$ cat src/rtl/gol_pkg.sv
// Shared definitions for the Game of Life generation sequencer: default
// widths, the default per-generation watchdog limit and the sequencer states.
package gol_pkg;

    localparam int ADDR_W_DEF = 12;
    localparam int DIM_W_DEF  = 8;
    localparam int GEN_W_DEF  = 16;

    // Width of the per-generation watchdog counter and its default limit.
    localparam int              TIMEOUT_W          = 24;
    localparam logic [TIMEOUT_W-1:0] TIMEOUT_CYCLES_DEF = 24'd10_000_000;

    // Sequencer states.
    typedef enum logic [2:0] {
        ST_IDLE  = 3'd0,
        ST_INIT  = 3'd1,
        ST_RUN   = 3'd2,
        ST_DRAIN = 3'd3,
        ST_DONE  = 3'd4,
        ST_ERROR = 3'd5
    } state_e;

endpackage : gol_pkg

$ cat src/rtl/gol_watchdog.sv
// Per-generation watchdog: a loadable down-counter.
// The budget includes the INIT cycle, so with a limit of T the sequencer
// leaves for ERROR T cycles after INIT when the engine never finishes.
// load_i (asserted during INIT) preloads LIMIT-1; every count_i cycle
// decrements. expired_o flags the last allowed cycle so the state machine
// can register the ERROR transition on that same edge. LIMIT is expected
// to be at least 2.
module gol_watchdog
    import gol_pkg::*;
#(
    parameter int             CNT_W = TIMEOUT_W,
    parameter logic [CNT_W-1:0] LIMIT = TIMEOUT_CYCLES_DEF
) (
    input  logic clock,
    input  logic reset,
    input  logic load_i,
    input  logic count_i,
    output logic expired_o
);

    localparam logic [CNT_W-1:0] ONE = {{(CNT_W-1){1'b0}}, 1'b1};

    logic [CNT_W-1:0] count_q;
    logic [CNT_W-1:0] count_d;

    // Next count: preload on load, saturating decrement while counting.
    always_comb begin
        count_d = count_q;
        if (load_i) begin
            count_d = LIMIT - ONE;
        end else if (count_i && (count_q != '0)) begin
            count_d = count_q - ONE;
        end
    end

    // Counter register.
    always_ff @(posedge clock or posedge reset) begin
        if (reset) begin
            count_q <= '0;
        end else begin
            count_q <= count_d;
        end
    end

    // Last allowed cycle of the generation: the transition taken on this
    // edge lands in the cycle where the budget is exhausted.
    assign expired_o = count_i && (count_q <= ONE);

endmodule : gol_watchdog

$ cat src/rtl/gol_generation_sequencer.sv
// Generation sequencer for the Game of Life engine. Runs the engine for a
// requested number of generations, ping-ponging between two board buffers,
// and reports which buffer holds the latest completed board.
module gol_generation_sequencer
    import gol_pkg::*;
#(
    parameter int                    ADDR_W         = ADDR_W_DEF,
    parameter int                    DIM_W          = DIM_W_DEF,
    parameter int                    GEN_W          = GEN_W_DEF,
    parameter logic [TIMEOUT_W-1:0]  TIMEOUT_CYCLES = TIMEOUT_CYCLES_DEF
) (
    input  logic              clock,
    input  logic              reset,
    input  logic              run,
    input  logic              abort,
    input  logic [GEN_W-1:0]  num_generations,
    input  logic [ADDR_W-1:0] buf_a_addr,
    input  logic [ADDR_W-1:0] buf_b_addr,
    input  logic [DIM_W-1:0]  rows,
    input  logic [DIM_W-1:0]  columns,
    input  logic              engine_completed,
    output logic              engine_initialize,
    output logic              engine_start,
    output logic [ADDR_W-1:0] engine_start_address,
    output logic [ADDR_W-1:0] engine_result_address,
    output logic [DIM_W-1:0]  engine_rows,
    output logic [DIM_W-1:0]  engine_columns,
    output logic              busy,
    output logic              done,
    output logic              error,
    output logic [GEN_W-1:0]  gen_count,
    output logic [ADDR_W-1:0] final_address
);

    state_e            state_q,     state_d;
    logic [GEN_W-1:0]  num_gen_q,   num_gen_d;
    logic [ADDR_W-1:0] src_q,       src_d;
    logic [ADDR_W-1:0] dst_q,       dst_d;
    logic [DIM_W-1:0]  rows_q,      rows_d;
    logic [DIM_W-1:0]  cols_q,      cols_d;
    logic [GEN_W-1:0]  gen_count_q, gen_count_d;
    logic [ADDR_W-1:0] final_q,     final_d;
    logic              done_q,      done_d;
    logic              error_q,     error_d;

    logic              wd_load;
    logic              wd_count;
    logic              wd_expired;
    logic [GEN_W-1:0]  gen_next;

    assign gen_next = gen_count_q + GEN_W'(1);
    assign wd_load  = (state_q == ST_INIT);
    assign wd_count = (state_q == ST_RUN) || (state_q == ST_DRAIN);

    gol_watchdog #(
        .CNT_W (TIMEOUT_W),
        .LIMIT (TIMEOUT_CYCLES)
    ) u_watchdog (
        .clock     (clock),
        .reset     (reset),
        .load_i    (wd_load),
        .count_i   (wd_count),
        .expired_o (wd_expired)
    );

    // Next-state and datapath updates; priority is abort, timeout, normal.
    always_comb begin
        // NOTE: every variable gets a default before any branch so no path
        // leaves it unassigned, which would otherwise infer a latch.
        state_d     = state_q;
        num_gen_d   = num_gen_q;
        src_d       = src_q;
        dst_d       = dst_q;
        rows_d      = rows_q;
        cols_d      = cols_q;
        gen_count_d = gen_count_q;
        final_d     = final_q;
        done_d      = done_q;
        error_d     = error_q;

        if (abort && (state_q != ST_IDLE)) begin
            // Counters and final_address keep the last completed values.
            state_d = ST_IDLE;
        end else begin
            unique case (state_q)
                ST_IDLE: begin
                    // A still-high completion flag from a previous job
                    // holds off a new run until the engine is quiet.
                    if (run && !engine_completed && !abort) begin
                        num_gen_d   = num_generations;
                        src_d       = buf_a_addr;
                        dst_d       = buf_b_addr;
                        rows_d      = rows;
                        cols_d      = columns;
                        gen_count_d = '0;
                        done_d      = 1'b0;
                        error_d     = 1'b0;
                        if (num_generations == '0) begin
                            final_d = buf_a_addr;
                            done_d  = 1'b1;
                            state_d = ST_DONE;
                        end else begin
                            state_d = ST_INIT;
                        end
                    end
                end

                ST_INIT: begin
                    state_d = ST_RUN;
                end

                ST_RUN: begin
                    if (wd_expired) begin
                        error_d = 1'b1;
                        state_d = ST_ERROR;
                    end else if (engine_completed) begin
                        state_d = ST_DRAIN;
                    end
                end

                ST_DRAIN: begin
                    if (wd_expired) begin
                        error_d = 1'b1;
                        state_d = ST_ERROR;
                    end else if (!engine_completed) begin
                        // The result buffer becomes the next source.
                        gen_count_d = gen_next;
                        src_d       = dst_q;
                        dst_d       = src_q;
                        final_d     = dst_q;
                        if (gen_next == num_gen_q) begin
                            done_d  = 1'b1;
                            state_d = ST_DONE;
                        end else begin
                            state_d = ST_INIT;
                        end
                    end
                end

                ST_DONE: begin
                    state_d = ST_IDLE;
                end

                ST_ERROR: begin
                    if (!run) begin
                        state_d = ST_IDLE;
                    end
                end

                default: begin
                    state_d = ST_IDLE;
                end
            endcase
        end
    end

    // State and datapath registers.
    always_ff @(posedge clock or posedge reset) begin
        if (reset) begin
            state_q     <= ST_IDLE;
            num_gen_q   <= '0;
            src_q       <= '0;
            dst_q       <= '0;
            rows_q      <= '0;
            cols_q      <= '0;
            gen_count_q <= '0;
            final_q     <= '0;
            done_q      <= 1'b0;
            error_q     <= 1'b0;
        end else begin
            // NOTE: non-blocking assignments so every register samples the
            // pre-edge values, independent of statement order.
            state_q     <= state_d;
            num_gen_q   <= num_gen_d;
            src_q       <= src_d;
            dst_q       <= dst_d;
            rows_q      <= rows_d;
            cols_q      <= cols_d;
            gen_count_q <= gen_count_d;
            final_q     <= final_d;
            done_q      <= done_d;
            error_q     <= error_d;
        end
    end

    assign engine_initialize     = (state_q == ST_INIT);
    assign engine_start          = (state_q == ST_RUN);
    assign busy                  = (state_q == ST_INIT) || (state_q == ST_RUN) ||
                                   (state_q == ST_DRAIN);
    assign engine_start_address  = src_q;
    assign engine_result_address = dst_q;
    assign engine_rows           = rows_q;
    assign engine_columns        = cols_q;
    assign gen_count             = gen_count_q;
    assign final_address         = final_q;
    assign done                  = done_q;
    assign error                 = error_q;

endmodule : gol_generation_sequencer
$ cat config.mk
export PLATFORM = sky130hd
export DESIGN_NAME = gol_generation_sequencer
export DESIGN_NICKNAME = d
export VERILOG_FILES = /design/src/rtl/gol_pkg.sv /design/src/rtl/gol_watchdog.sv /design/src/rtl/gol_generation_sequencer.sv
export SDC_FILE = /design/constraint.sdc
export NUM_CORES = 1
export LEC_CHECK = 0
export ABC_AREA = 1
export CORE_MARGIN = 4
export CORE_UTILIZATION = 40
export DETAILED_ROUTE_END_ITERATION = 10
export DONT_BUFFER_PORTS = 1
export PLACE_DENSITY = 0.62
export SETUP_SLACK_MARGIN = 0.02
export SYNTH_ARGS = -nofsm -noshare
export SYNTH_HDL_FRONTEND = slang
export SYNTH_SLANG_ARGS = --single-unit
$ cat constraint.sdc
create_clock -name clock -period 5.93 [get_ports clock]
set_input_delay 1.4825 -clock clock [delete_from_list [all_inputs] [get_ports clock]]
set_output_delay 1.4825 -clock clock [all_outputs]
set_load 0.03 [all_outputs]
==> Word level (Yosys, flattened, before mapping) <==
Index checks and enable logic that the tools add are counted.
{ "classes": {"n_bitwise": 1, "n_reduce_logical": 24, "n_mux": 36, "add_sub_neg": 2, "order_cmp": 1, "n_eq_ne": 15} }
{ "op_table": {"columns": ["cell", "count"], "rows": [
  ["$mux W12", 8],
  ["$pmux W12 S2", 3],
  ["$mux W16", 3],
  ["$mux W24", 2],
  ["$pmux W16 S2", 1],
  ["$mux W3", 9],
  ["$le A24 B1 Y1 const B", 1],
  ["$reduce_bool A24 Y1", 1],
  ["$sub A24 B1 Y24 const B", 1],
  ["$add A16 B1 Y16 const B", 1],
  ["$eq A16 B16 Y1", 1],
  ["$logic_not A16 Y1", 1],
  ["$pmux W3 S5", 1],
  ["$reduce_and A6 Y1", 2],
  ["$ne A2 B2 Y1 const B", 4],
  ["$ne A4 B2 Y1 const B", 2],
  ["$reduce_and A4 Y1", 2],
  ["$mux W1", 7],
  ["$eq A3 B2 Y1 const B", 2],
  ["$ne A3 B3 Y1 const B", 2],
  ["$reduce_bool A2 Y1", 3],
  ["$logic_and A1 B1 Y1", 5],
  ["$reduce_and A5 Y1", 1],
  ["$ne A2 B1 Y1 const B", 2],
  ["other kinds (10)", 14]
]} }
{ "totals": {"out_inout_bits": 73, "wordCells": 90, "regBits": 113} }

==> Logic depth before layout (Yosys ltp) <==
{ "logic_depth": {"depth_word": 7, "depth_mapped": 15} }

==> By module <==
Synthesis repeated with hierarchy kept, for this count alone.
{ "unflattened": {"hier_cells": 840, "hier_area_um2": 6362.4} }
{ "by_module_without_submodules": {"columns": ["mod", "seq_area_each_um2", "instances", "cells_each", "area_each_um2"], "rows": [
  ["gol_generation_sequencer", 2227.1, 1, 581, 4650.7],
  ["gol_watchdog", 600.6, 1, 259, 1711.6]
]} }

==> Least setup slack after synthesis <==
OpenSTA, ideal clock, no wires.
{ "synth_path": {"path_type": "input to register", "from": "input engine_completed", "to": "register final_q[0], in the netlist final_address[0]", "required_time_ps": 5805, "path_stages": 9, "setup_ps": 125, "slack_ps": 3067, "arrival_time_ps": 2738, "cell_sequence": "inv_1 > nand2_1 > nor2_1 > nor2_1 > nor3_2 > nand2_4 > nor2_4 > buf_12 > mux2_4"} }
{ "synth_via": {"elab_chain_len": 5, "word_cells_on_any_way": 6, "cone_classes": "eq/ne (2); reduce/logical (4)"} }
{ "synth_lines": {"columns": ["element", "line", "rtl"], "rows": [
  ["start: declaration", "gol_generation_sequencer.sv:21", "input logic engine_completed,"],
  ["$logic_not A1 Y1", null, null],
  ["$logic_and A1 B1 Y1 (2 in series)", "gol_generation_sequencer.sv:89", "if (run && !engine_completed && !abort) begin"],
  ["$ne A2 B2 Y1 (no line)", null, null],
  ["$reduce_and A6 Y1 (no line) *", null, null],
  ["end signal: assignment", "gol_generation_sequencer.sv:180", "final_q <= final_d;"],
  ["end: declaration", "gol_generation_sequencer.sv:42", "logic [ADDR_W-1:0] final_q, final_d;"]
]} }
Every way passes the cells marked *; elsewhere a longest branch is shown, timed or not.
A chain may end at the register's enable or synchronous reset.

==> Worst setup path in the final report <==
{ "layout_path": {"from": "register state_q[0]", "to": "output engine_initialize"} }
{ "layout_via": {"elab_chain_len": 1} }
{ "layout_lines": {"columns": ["element", "line", "rtl"], "rows": [
  ["start: declaration", "gol_generation_sequencer.sv:35", "state_e state_q, state_d;"],
  ["start signal: assignment", "gol_generation_sequencer.sv:173", "state_q <= state_d;"],
  ["$eq A3 B1 Y1", "gol_generation_sequencer.sv:186", "assign engine_initialize = (state_q == ST_INIT);"],
  ["end: declaration", "gol_generation_sequencer.sv:22", "output logic engine_initialize,"]
]} }
Every way passes these cells.

==> metrics.md <==
| Metric | Value |
|---|---|
| Global-route wire length before repair | 23700 microns |
| Setup repair after global routing missed its margin | no |
| Diode insertion count for antenna repair | 0 |
| Area of the placeable core | 0.0145 sq mm |
| Pin count of the biggest net entering global routing | between 70 and 80 |
| Global route overflow | 0 |
| Count of endpoints failing hold in the final timing report | 0 |
| Number of buffers inserted for hold repair after clock tree synthesis | 0 |
| Number of vias in the routed layout | just under 5000 |
| Number of design-rule violations left by the first detailed-router iteration | 379 |
| Leak pwr | 0.00298 uW |
| Post-synth design cell area | 0.00587 sq mm |
| Final period utilization | 62.6% |
| Quantity of I/O buffers inserted on ports | 0 |
| Number of global-route vias before repair | 4808 |
| Worst setup slack after placement | between 2000 and 3000 ps |
| Avg Cell Area, Syn | ~8.3 sq um |
| Final-layout fill cell count | 1347 |
| Slew Limit Fails | 0 |
| Worst-path maximum fanout | 20 |
| Flop2flop setup slack | 2960 ps |
| Top cells by area, synth | sky130_fd_sc_hd__dfrtp_1, sky130_fd_sc_hd__nand2_1, sky130_fd_sc_hd__o21ai_0, sky130_fd_sc_hd__inv_1, sky130_fd_sc_hd__mux2_2 |
| Overall fraction of global-route tracks in use | 18.0% |
| Gate count after technology mapping | 709 |
| Post-CTS setup repair buffer count | 0 |
| Min-delay src | u_watchdog.count_q[16] |
| Final TNS setup | 0 ps |
| Crit path launch | state_q[0] |
| Arrival time at the worst endpoint | 2230 ps |
| Number of setup violations in the final report | 0 |
| Total nets after synthesis | 773 |
| Maximum number of buffers from clock root to sink | 2 |
| Clk sink count | 113 |
| Vias/cell | 5.30 |
| Most frequent standard cell in the layout excluding fill and tap cells | sky130_fd_sc_hd__nand2_1 |
| Area growth from synthesis to layout | 13.0% |
| Footprint of the multi-input gates | 0.00259 sq mm |
| Cell area after placement | 0.00601 sq mm |
| Reg2reg path depth | 10 |
| Number of levels the H-tree was split into | 4 |
| Cell row count | 44 |
| Number of antenna violations at the first check in global routing | 0 |
| Detailed placer's ending HPWL | approximately 11000 microns |
| Die Outline Area | 0.0167 sq mm |
| Clock root buffer master | sky130_fd_sc_hd__clkbuf_16 |
| Total DRC errors in the routed layout | 0 |
| RR Endpoint | engine_result_address[4] |
| Critical register-to-register path startpoint | state_q[2] |
| Max-cap violations | 0 |
| Distinct cells, synth | 40 |
| Hold path endpoint | u_watchdog.count_q[16] |
| Sequential cell area | 0.00283 sq mm |
| Startpoint types | flip-flop |
| Outcome | finished clean |
| TritonCTS buffer count | 17 |
| Resized Gates After CTS | 0 |
| Data required time at the worst endpoint | approximately 4500 ps |
| Number of top-level design ports | 134 |
| Slew @ Worst Pin | 1170 ps |
| Worst voltage drop across the vdd grid | 192 uV |
| Share of layout cells above drive strength 1 | 13.8% |
| Sequential-to-total area share from yosys stat | 48.2% |
| Worst hold path class | reg2reg |
| Area fraction of the dominant cell type after synthesis | 48.2% |
| Drt total wl | 14800 microns |
| Number of nets with antenna violations after detailed routing | 0 |
| Shortest period the worst path allows | 3710 ps |
| Maximum clock rate | around 270 MHz |
| Hold Crit Depth | 1 |
| Final setup skew | around 8.3 ps |
| Area leader, netlist | sky130_fd_sc_hd__dfrtp_1 |
| Die height | 129 microns |
| First-pass DRT Iterations | 5 |
| Areal power density over the cells | 519 mW/mm^2 |
| Max-slew headroom at the worst pin | 21.3% |
| Syn. warnings | 0 |
| Final weighted congestion in routability-driven placement | approximately 0.85 |
| Endpoint kind of the worst setup timing path | output pin |
| Clock slew at reported path FFs | 60 ps |
| Post-layout worst setup margin | roughly 2200 ps |
| Initial standard-cell utilization of the core | 40.5% |
| Highest-count cells in the layout ignoring fill and taps | sky130_fd_sc_hd__nand2_1, sky130_fd_sc_hd__dfrtp_1, sky130_fd_sc_hd__inv_1 |
| Worst setup path class | reg2out |
| Routed WL per cell | 16.3 microns |
| Yosys reg bits | between 100 and 150 |
| TritonCTS clock tree | built |
| Clock latency reported for the late side of the worst-skew pair | approximately 420 ps |
| Die outline width | 129 microns |
| Final instance area | 0.00664 sq mm |
| Net count reported at finish | 774 |
synthesized netlist by cell type (all sizes together):
library cell / number
a21oi: 19
nand3: 38
o21a: 2
o22ai: 10
o21ai: 83
xor2: 3
nor4: 6
mux2: 35
o31ai: 1
a22o: 1
xnor3: 1
nand2: 172
nor2: 70
inv: 88
nor3: 11
a31oi: 1
xnor2: 2
ha: 3
clkinv: 2
nand4: 13
or2: 4
buf: 10
dfrtp: 113
clkbuf: 10
nor3b: 1
nand3b: 10
cell type report:
type,count,area share (%)
Sequential cell,113,42.6
Clock buffer,19,6.68
Clock inverter,13,2.79
Tap cell,184,3.47
Inverter,90,5.15
Multi-Input combinational cell,486,39.1
Timing Repair Buffer,2,0.226
registers in the layout (all words and copies together) (netlist names), 3 cells and up:
name                   cells
engine_start_address      12
gen_count                 16
state_q                    3
engine_rows                8
u_watchdog.count_q        24
engine_columns             8
engine_result_address     12
final_address             12
num_gen_q                 16
power by group:
| group | switching, uW | internal [uW] |
|---|---|---|
| registers | 580 | 1030 |
| clock network | 367 | 714 |
| logic | 458 | 298 |
worst max-delay path by stage:
stage                                            to  slack [ps]  cells past startpoint
after floorplan                                done        1460                      1
after global placement    engine_result_address[11]        2720                      9
after detailed placement    engine_start_address[3]        2600                      8
after CTS                         engine_initialize        2240                      4
after global routing              engine_initialize        2030                      4
final                             engine_initialize        2220                      4
worst max-delay path, cell delays in order (launching register included):
cell and delay [ps]:
sky130_fd_sc_hd__dfrtp_1 460, sky130_fd_sc_hd__inv_2 100, sky130_fd_sc_hd__nor2_1 50, sky130_fd_sc_hd__nand2_1 540, sky130_fd_sc_hd__clkinv_1 650
metrics by stage:
step           power, uW  hold slack, ps  cells  util [%]
2_1_floorplan       2190             455    709         -
3_3_place_gp        2340             479    875      41.5
3_5_place_dp        2380             493    875      41.5
4_1_cts             3480             504    907      45.8
5_1_grt             3630             543    907      45.8
6_report            3440             505    907      45.8
kinds of logic after synthesis:
| group | synth area share, % |
|---|---|
| compound gates | 10.5 |
| xor+xnor | 1.13 |
| fa+ha+maj | 0.640 |
| buf+inv | 7.65 |
| flops | 48.2 |
| mux | 7.23 |
| simple gates | 24.7 |
routing by layer:
layer | global-route usage (%) | share of wire [%] | vias up
li1 | - | - | 2333
met5 | 0 | 0 | -
met2 | 29.4 | 49 | 128
met1 | 21.7 | 41 | 2313
met3 | 6.39 | 6.7 | 29
met4 | 7.16 | 2.5 | 0
Note: power is estimated with default switching activity, not from simulation.
